<file path="src/rtl/tl_ctrl_pkg.sv">
// Shared bit indices and widths for the traffic-light controller and its datapath.
// The phase encoding and watchdog limit stay local to tl_ctrl.
package tl_ctrl_pkg;

   localparam int unsigned STATE_W      = 4;
   localparam int unsigned STATE_DONE_W = 7;

   // curr_state one-hot indices
   localparam int unsigned S_G    = 0;
   localparam int unsigned S_Y    = 1;
   localparam int unsigned S_R    = 2;
   localparam int unsigned S_NONE = 3;

   // done_state indices
   localparam int unsigned DONE_G1    = 0;
   localparam int unsigned DONE_G2    = 1;
   localparam int unsigned DONE_G3    = 2;
   localparam int unsigned DONE_Y     = 3;
   localparam int unsigned DONE_R     = 4;
   localparam int unsigned DONE_NONE1 = 5;
   localparam int unsigned DONE_NONE2 = 6;

   localparam int unsigned WDOG_W = 11;

   function automatic logic [STATE_W-1:0] state_onehot(input int unsigned idx);
      state_onehot = STATE_W'(1) << idx;
   endfunction

endpackage

</file>
<file path="src/rtl/tl_edge_det.sv">
// Registered rising-edge detector: rise is high while din is high and was low last cycle.
module tl_edge_det
   import tl_ctrl_pkg::*;
#(
   parameter int unsigned Width = STATE_DONE_W
) (
   input  logic             clk,
   input  logic             reset,
   input  logic [Width-1:0] din,
   output logic [Width-1:0] rise
);

   logic [Width-1:0] prev_q, prev_d;

   always_comb begin
      prev_d = din;
   end

   always_ff @(posedge clk) begin
      if (reset) begin
         prev_q <= '0;
      end else begin
         prev_q <= prev_d;
      end
   end

   assign rise = din & ~prev_q;

endmodule

</file>
<file path="src/rtl/tl_ctrl.sv">
// Traffic-light phase sequencer with pass restart and a per-phase watchdog.
// All outputs are registered alongside the phase register.
module tl_ctrl
   import tl_ctrl_pkg::*;
#(
   parameter int unsigned WDOG_MAX = 2047
) (
   input  logic                    clk,
   input  logic                    reset,
   input  logic                    pass,
   input  logic [STATE_DONE_W-1:0] done_state,
   output logic [STATE_W-1:0]      curr_state,
   output logic                    dp_cnt_rst,
   output logic                    red_done,
   output logic                    R,
   output logic                    G,
   output logic                    Y,
   output logic                    fault
);

   typedef enum logic [2:0] {
      P_G1, P_N1, P_G2, P_N2, P_G3, P_Y, P_R, P_FAULT
   } phase_e;

   localparam logic [WDOG_W-1:0] WdogMax = WDOG_MAX[WDOG_W-1:0];
   localparam logic [WDOG_W-1:0] WdogSat = '1;

   phase_e               phase_q, phase_d, adv_phase;
   logic [WDOG_W-1:0]    wdog_q, wdog_d;
   logic [STATE_W-1:0]   curr_state_q, curr_state_d;
   logic                 dp_cnt_rst_q, dp_cnt_rst_d;
   logic                 red_done_q, red_done_d;
   logic                 r_q, r_d, g_q, g_d, y_q, y_d;
   logic                 fault_q, fault_d;
   logic                 entered;
   logic                 adv;
   logic [STATE_DONE_W-1:0] done_rise;

   tl_edge_det #(
      .Width (STATE_DONE_W)
   ) u_edge_det (
      .clk   (clk),
      .reset (reset),
      .din   (done_state),
      .rise  (done_rise)
   );

   // Each phase listens only to its own done bit.
   always_comb begin
      adv       = 1'b0;
      adv_phase = phase_q;
      unique case (phase_q)
         P_G1:    begin adv = done_rise[DONE_G1];    adv_phase = P_N1; end
         P_N1:    begin adv = done_rise[DONE_NONE1]; adv_phase = P_G2; end
         P_G2:    begin adv = done_rise[DONE_G2];    adv_phase = P_N2; end
         P_N2:    begin adv = done_rise[DONE_NONE2]; adv_phase = P_G3; end
         P_G3:    begin adv = done_rise[DONE_G3];    adv_phase = P_Y;  end
         P_Y:     begin adv = done_rise[DONE_Y];     adv_phase = P_R;  end
         P_R:     begin adv = done_rise[DONE_R];     adv_phase = P_G1; end
         P_FAULT: begin adv = 1'b0;                  adv_phase = P_FAULT; end
         default: begin adv = 1'b0;                  adv_phase = P_FAULT; end
      endcase
   end

   always_comb begin
      phase_d    = phase_q;
      entered    = 1'b0;
      red_done_d = 1'b0;
      if (phase_q != P_FAULT) begin
         if (wdog_q == WdogMax) begin
            phase_d = P_FAULT;
            entered = 1'b1;
         end else if (pass && (phase_q != P_G1)) begin
            phase_d    = P_G1;
            entered    = 1'b1;
            red_done_d = 1'b1;
         end else if (adv) begin
            phase_d    = adv_phase;
            entered    = 1'b1;
            red_done_d = (phase_q == P_R);
         end
      end

      if (entered) begin
         wdog_d = '0;
      end else if (wdog_q == WdogSat) begin
         wdog_d = wdog_q;
      end else begin
         wdog_d = wdog_q + 1'b1;
      end

      dp_cnt_rst_d = entered;
      fault_d      = fault_q | (phase_d == P_FAULT);

      curr_state_d = '0;
      r_d          = 1'b0;
      g_d          = 1'b0;
      y_d          = 1'b0;
      unique case (phase_d)
         P_G1, P_G2, P_G3: begin curr_state_d = state_onehot(S_G);    g_d = 1'b1; end
         P_N1, P_N2:       begin curr_state_d = state_onehot(S_NONE);             end
         P_Y:              begin curr_state_d = state_onehot(S_Y);    y_d = 1'b1; end
         P_R, P_FAULT:     begin curr_state_d = state_onehot(S_R);    r_d = 1'b1; end
         default:          begin curr_state_d = state_onehot(S_R);    r_d = 1'b1; end
      endcase
   end

   always_ff @(posedge clk) begin
      if (reset) begin
         phase_q      <= P_G1;
         wdog_q       <= '0;
         curr_state_q <= state_onehot(S_G);
         dp_cnt_rst_q <= 1'b1;
         red_done_q   <= 1'b0;
         r_q          <= 1'b0;
         g_q          <= 1'b1;
         y_q          <= 1'b0;
         fault_q      <= 1'b0;
      end else begin
         phase_q      <= phase_d;
         wdog_q       <= wdog_d;
         curr_state_q <= curr_state_d;
         dp_cnt_rst_q <= dp_cnt_rst_d;
         red_done_q   <= red_done_d;
         r_q          <= r_d;
         g_q          <= g_d;
         y_q          <= y_d;
         fault_q      <= fault_d;
      end
   end

   assign curr_state = curr_state_q;
   assign dp_cnt_rst = dp_cnt_rst_q;
   assign red_done   = red_done_q;
   assign R          = r_q;
   assign G          = g_q;
   assign Y          = y_q;
   assign fault      = fault_q;

endmodule

</file>
<file path="config.mk">
export PLATFORM = sky130hd
export DESIGN_NAME = tl_ctrl
export DESIGN_NICKNAME = d
export VERILOG_FILES = /design/src/rtl/tl_ctrl_pkg.sv /design/src/rtl/tl_edge_det.sv /design/src/rtl/tl_ctrl.sv
export SDC_FILE = /design/constraint.sdc
export NUM_CORES = 1
export LEC_CHECK = 0
export CORE_MARGIN = 2
export CORE_UTILIZATION = 47
export DETAILED_ROUTE_END_ITERATION = 10
export HOLD_SLACK_MARGIN = 0.15
export PLACE_DENSITY = 0.73
export SYNTH_ARGS = -nofsm -noshare
export SYNTH_HDL_FRONTEND = slang
export SYNTH_SLANG_ARGS = --single-unit
</file>
<file path="constraint.sdc">
create_clock -name clk -period 1.9 [get_ports clk]
set_input_delay 0.285 -clock clk [delete_from_list [all_inputs] [get_ports clk]]
set_output_delay 0.285 -clock clk [all_outputs]
set_load 0.1 [all_outputs]
</file>
After elaboration in Yosys (flattened, before gate mapping)
Index checks and enable logic that the tools add are counted.
W data, S select, Z words.
{"block": "totals", "reg_bits": 31, "input_bits": 10, "output_inout_bits": 10, "wordCells": 56}
{"block": "op_classes", "n_addsub": 1, "n_eq_ne": 16, "muxes": 16, "n_bitwise": 4, "n_reduce_logical": 9}
{"cell": "$eq A3 B3 Y1 const B", "n": 8}
{"cell": "$pmux W3 S8", "n": 1}
{"cell": "$pmux W4 S4", "n": 1}
{"cell": "$eq A3 B2 Y1 const B", "n": 4}
{"cell": "$mux W3", "n": 4}
{"cell": "$add A11 B1 Y11 const B", "n": 1}
{"cell": "$eq A11 B11 Y1 const B", "n": 1}
{"cell": "$mux W1", "n": 9}
{"cell": "$pmux W1 S8", "n": 1}
{"cell": "$and A7 B7 Y7", "n": 1}
{"cell": "$not A7 Y7", "n": 1}
{"cell": "$eq A3 B1 Y1 const B", "n": 2}
{"cell": "$logic_not A3 Y1", "n": 2}
{"cell": "$reduce_or A2 Y1", "n": 3}
{"cell": "$reduce_or A3 Y1", "n": 2}
{"cell": "$ne A3 B3 Y1 const B", "n": 1}
{"cell": "$reduce_bool A3 Y1", "n": 1}
{"cell": "$logic_and A1 B1 Y1", "n": 1}
{"cell": "$not A1 Y1", "n": 1}
{"cell": "$or A1 B1 Y1", "n": 1}

Logic depth before layout (Yosys ltp)
{"block": "depth", "ltp_word": 10, "depth_mapped": 8, "mapped_depth_nobuf": 7}

Cells and area by module
A second synthesis with hierarchy kept.
{"block": "unflattened", "cells_unflattened": 134, "area_unflattened_um2": 1255.0}
{"module": "tl_ctrl", "n_inst": 1, "cells_each": 113, "area_each_um2": 1027.2, "seq_area_each_um2": 460.4}
{"module": "tl_edge_det", "n_inst": 1, "cells_each": 21, "area_each_um2": 227.7, "seq_area_each_um2": 140.1}

Worst setup path before layout
OpenSTA, ideal clock, no wires.
{"block": "synth_timing", "kind": "reg2reg", "startpoint": "reg wdog_q[0]", "endpoint": "reg g_q (netlist: G)", "setup_ps": 61, "t_arrival_ps": 1771, "required_time_ps": 1839, "path_slack_ps": 68, "path_stages_with_launch": 8, "n_path_buf": 1, "period_less_slack_ps": 1832, "cell_sequence": "dfxtp_1 -> ha_1 -> and3_1 -> and4_1 -> clkbuf_1 -> nor4_1 -> o211ai_2 -> nand2b_1"}
{"block": "synth_between", "elab_chain_len": 6, "word_cells_on_any_way": 8, "classes_between": "eq/ne: 3; mux: 3; reduce/logical: 2"}
{"item": "start: declaration", "line": "tl_ctrl.sv:29", "source": "logic [WDOG_W-1:0] wdog_q, wdog_d;"}
{"item": "start signal: assignment", "line": "tl_ctrl.sv:121", "source": "wdog_q <= wdog_d;"}
{"item": "$eq A11 B11 Y1 *", "line": "tl_ctrl.sv:70", "source": "if (wdog_q == WdogMax) begin"}
{"item": "$mux W3 *", "line": "tl_ctrl.sv:70"}
{"item": "$mux W3 *", "line": "tl_ctrl.sv:69", "source": "if (phase_q != P_FAULT) begin"}
{"item": "$eq A3 B2 Y1 (tied with other cells)", "line": "tl_ctrl.sv:99", "source": "unique case (phase_d)"}
{"item": "$reduce_or A3 Y1 *", "line": "tl_ctrl.sv:99"}
{"item": "$mux W1 *", "line": "tl_ctrl.sv:99"}
{"item": "end signal: assignment", "line": "tl_ctrl.sv:126", "source": "g_q <= g_d;"}
{"item": "end: declaration", "line": "tl_ctrl.sv:33", "source": "logic r_q, r_d, g_q, g_d, y_q, y_d;"}
Every way passes the cells marked *; elsewhere a longest branch is shown, timed or not.
A chain may end at the register's enable or synchronous reset.

Worst setup path in the final report
{"block": "layout_timing", "startpoint": "reg u_edge_det.prev_q[5]", "endpoint": "reg curr_state_q[0] (netlist: curr_state[0])"}
{"block": "layout_between", "elab_chain_len": 10, "word_cells_on_any_way": 19, "classes_between": "eq/ne: 7; mux: 6; bitwise: 2; reduce/logical: 4"}
{"item": "start: declaration", "line": "tl_edge_det.sv:13", "source": "logic [Width-1:0] prev_q, prev_d;"}
{"item": "start signal: assignment", "line": "tl_edge_det.sv:23", "source": "prev_q <= prev_d;"}
{"item": "$not A7 Y7 *", "line": "tl_edge_det.sv:27", "source": "assign rise = din & ~prev_q;"}
{"item": "$and A7 B7 Y7 *", "line": "tl_edge_det.sv:27"}
{"item": "$pmux W1 S8 *", "line": "tl_ctrl.sv:52", "source": "unique case (phase_q)"}
{"item": "$mux W3 *", "line": "tl_ctrl.sv:77", "source": "end else if (adv) begin"}
{"item": "$mux W3 *", "line": "tl_ctrl.sv:73", "source": "end else if (pass && (phase_q != P_G1)) begin"}
{"item": "$mux W3 *", "line": "tl_ctrl.sv:70"}
{"item": "$mux W3 *", "line": "tl_ctrl.sv:69"}
{"item": "$eq A3 B2 Y1 (tied with other cells)", "line": "tl_ctrl.sv:99"}
{"item": "$reduce_or A3 Y1 or $reduce_or A2 Y1 (tied branches)", "line": "tl_ctrl.sv:99"}
{"item": "$pmux W4 S4 *", "line": "tl_ctrl.sv:99"}
{"item": "end signal: assignment", "line": "tl_ctrl.sv:112", "source": "curr_state_q <= state_onehot(S_G);"}
{"item": "end signal: assignment", "line": "tl_ctrl.sv:122", "source": "curr_state_q <= curr_state_d;"}
{"item": "end: declaration", "line": "tl_ctrl.sv:30", "source": "logic [STATE_W-1:0] curr_state_q, curr_state_d;"}
Marked as above.

==> flow_metrics.env <==
export IMPL_multi_input_area_um2=689.4
export IMPL_numCtsBuffers=5
export IMPL_power_density_nw_per_um2=771.7
export IMPL_tns_ps=0
export IMPL_min_period_ps=1878
export IMPL_ys_warn_count=0
export IMPL_synth_edf_count=0
export IMPL_num_nets_final=183
export IMPL_r2r_end="curr_state[0]"
export IMPL_rsz0062_at_grt="true"
export IMPL_period_share_pct=98.82
export IMPL_synth_compound_area_share_pct=11.97
export IMPL_cts_tree="built"
export IMPL_drt_total_wl_um=2681
export IMPL_cap_violations=0
export IMPL_rr_startpoint="u_edge_det.prev_q[5]"
export IMPL_grt_pass1_wl_um=4788
export IMPL_switching_share_pct=28.77
export IMPL_critical_path_class="register to register"
export IMPL_grt_antenna_before_repair=0
export IMPL_setup_violations=0
export IMPL_num_antenna_cells=0
export IMPL_synth_adder_area_share_pct=1.737
export IMPL_ios=20
export IMPL_drive_above_1_share_pct=27.75
export IMPL_fin_area_um2=1718
export IMPL_drc=0
export IMPL_core_area_um2=2686
export IMPL_grt_overflow=0
export IMPL_reg2reg_depth=6
export IMPL_reg2reg_slack_ps=20
export IMPL_crit_fanout=3
export IMPL_die_h_um=56.52
export IMPL_antenna_left=0
export IMPL_regArea_um2=603.1
export IMPL_worstSetupEndpoint="curr_state[0]"
export IMPL_power_leakage_nw=0.7533
export IMPL_crit_arrival_ps=2070
export IMPL_synth_mux_area_share_pct=2.317
export IMPL_sequentialPowerShare_pct=50.7
export IMPL_start_util_pct=48.25
export IMPL_die_x_um=56.52
export IMPL_syn_num_nets=147
export IMPL_worst_setup_path_start_kind="register"
export IMPL_clockBufferDepth=2
export IMPL_power_mw=1.326
export IMPL_synthCells=136
export IMPL_tightest_slew_ps=340.8
export IMPL_synth_seq_area_share_pct=46.33
export IMPL_worstSetupEndpointType="register"
export IMPL_fp_dieArea_um2=3194
export IMPL_clock_fmax_ghz=0.5326
export IMPL_synth_xor_xnor_area_share_pct=5.405
export IMPL_hp_class="primary input to register"
export IMPL_grt_pass1_vias=1100
export IMPL_grt_max_degree=13
export IMPL_wire_per_inst_um=13.14
export IMPL_cts_root_buf="clkbuf_4"
export IMPL_p_int_mw=0.9443
export IMPL_portBuffers=19
export IMPL_grt_usage_pct=18.54
export IMPL_avgViaCountPerCell=5.392
export IMPL_irDropWorstVdd_mv=0.8346
export IMPL_finalHoldViolations=0
export IMPL_power_frac_comb_pct=20.9
export IMPL_netlist_area_um2=1296
export IMPL_yosysUniqueCellTypes=43
export IMPL_fillers=238
export IMPL_drt_pass1_iterations=4
export IMPL_clock_sinks=30
export IMPL_slew_headroom_pct=77.28
export IMPL_clk_latency_ps=300
export IMPL_path_cells="or3b_1 -> a211o_1 -> a2111oi_4 -> nor4_4 -> o211ai_2 -> nand2b_1"
export IMPL_drt_initial_drc_count=20
export IMPL_place_area_um2=1608
export IMPL_synth_avg_cell_area_um2=9.531
export IMPL_rows=19
export IMPL_path_clk_slew_ps=90
export IMPL_dp_hpwl_um=1960
export IMPL_cts_setup_buffers=0
export IMPL_synth_top_family_by_area="simple AND/OR/NAND/NOR gates"
export IMPL_num_vias=1100
export IMPL_yosys_register_bits=30
export IMPL_crit_start="u_edge_det.prev_q[5]"
export IMPL_synth_simple_gate_area_share_pct=28.28
export IMPL_clkPwrFrac_pct=28.4
export IMPL_skew_ps=4.119
export IMPL_slew_viol_final=0
export IMPL_synth_main_ff_cell="dfxtp_1"
export IMPL_cp_required_ps=2100
export IMPL_status="finished clean"
export IMPL_async_flop_share_pct=0
export IMPL_slowest_stage="a2111oi_4"
export IMPL_p_sw_mw=0.3815
export IMPL_critPathMaxStageDelay_ps=440
export IMPL_place_gp_congestion=0.8492
export IMPL_area_growth_pct=32.53
export IMPL_ctsHtreeMaxLevel=2
Yosys cell counts, types with 2 or more instances:
| library cell | n | area [um^2] |
|---|---|---|
| and3_1 | 3 | 18.77 |
| dfxtp_1 | 30 | 600.6 |
| buf_2 | 2 | 10.01 |
| nor4_1 | 3 | 18.77 |
| nand3_1 | 4 | 20.02 |
| mux2i_1 | 3 | 30.03 |
| clkbuf_1 | 3 | 11.26 |
| nand2b_1 | 4 | 25.02 |
| buf_4 | 2 | 15.01 |
| xor2_1 | 4 | 35.03 |
| a211oi_1 | 2 | 15.01 |
| nor2b_1 | 9 | 56.30 |
| nor2_1 | 13 | 48.80 |
| nand2_1 | 3 | 11.26 |
| o21ai_0 | 2 | 10.01 |
| a211o_1 | 2 | 17.52 |
| a21oi_1 | 9 | 45.04 |
| and2_1 | 4 | 25.02 |
| inv_1 | 3 | 11.26 |
| nand4_1 | 4 | 25.02 |
| and3b_1 | 2 | 17.52 |
| xnor2_1 | 4 | 35.03 |
worst min path at each step:
stage,from,endpoint,slack (ps),depth (start not counted)
floorplan,reset,u_edge_det.prev_q[0],360,1
global placement,fault,fault,490,2
detailed placement,fault,fault,500,2
CTS,fault,fault,510,2
global route,done_state[5],u_edge_det.prev_q[5],260,2
finish,done_state[5],u_edge_det.prev_q[5],240,2
cell families after synthesis:
| kind of cell | count (synthesis) |
|---|---|
| and+or+nand+nor | 60 |
| adders and majority gates | 2 |
| AOI/OAI and AO/OA | 22 |
| xor gates and xnor gates | 8 |
| DFF | 30 |
| buffers and inverters | 11 |
| muxes | 3 |
sequential cells by signal, indices dropped and copies added (netlist names):
register / cells
G: 1
u_edge_det.prev_q: 7
dp_cnt_rst: 1
wdog_q: 11
curr_state: 4
Y: 1
red_done: 1
phase_q: 3
fault: 1
power by group through the flow:
| stage | combinational, mW | clock, mW | sequential, mW |
|---|---|---|---|
| 2_1_floorplan | 0.0934 | 0 | 0.769 |
| 3_3_place_gp | 0.266 | 0 | 0.685 |
| 3_5_place_dp | 0.271 | 0 | 0.686 |
| 4_1_cts | 0.275 | 0.391 | 0.671 |
| 5_1_grt | 0.295 | 0.415 | 0.676 |
| 6_report | 0.277 | 0.376 | 0.672 |
area by class of cell:
type / count / area share, %
Multi-Input combinational cell: 95 / 40.13
Sequential cell: 30 / 35.11
Timing Repair Buffer: 37 / 18.35
Clock buffer: 7 / 3.205
Tap cell: 31 / 2.258
Inverter: 3 / 0.6555
Clock inverter: 1 / 0.2913
cell usage in the layout, fill, tap and decap left out, types with 2 or more instances in the layout:
cell type        count
dfxtp_1             28
xor2_1               4
nor2b_1              9
a21oi_1              8
buf_4               27
and2_1               4
a211o_1              2
xnor2_1              4
and3_1               2
nand4_1              4
dfxtp_2              2
and3b_1              2
mux2i_1              3
inv_1                3
nor2_1              11
clkbuf_4             5
a211oi_1             2
nand3_1              4
clkdlybuf4s50_1      8
nand2_1              3
nand2b_1             4
nor4_1               2
o21ai_0              2
metrics by stage:
step           instances  hold slack, ps  utilization (%)  setup WS (ps)
3_5_place_dp         196           495.6            59.85         -362.2
6_report             204           235.1            63.95          22.33
3_3_place_gp         196           485.4            59.85         -331.6
5_1_grt              204           262.3            63.95         -106.8
4_1_cts              204           510.4            62.79         -2.146
2_1_floorplan        136           356.6                -          68.27
worst max-delay path: cells and delay by family (launching register included):
family           cells  cell delay, ps
AO/OA/AOI/OAI        3             970
flip-flops           1             310
AND/OR/NAND/NOR      3             500
repair_timing:
item	in CTS	in global routing
hold buffers	0	0
resized for setup	2	11
pin swaps	1	5
endpoints found under the setup margin	6	18
metal layers:
| metal | vias up | share of wire (%) | global-route usage (%) |
|---|---|---|---|
| li1 | 549 | - | - |
| met1 | 509 | 46 | 24.89 |
| met2 | 40 | 48 | 29.90 |
| met3 | 2 | 5.6 | 5.069 |
| met4 | 0 | 0.56 | 3.741 |
| met5 | - | 0 | 0 |
Note: power is estimated with default switching activity, not from simulation.
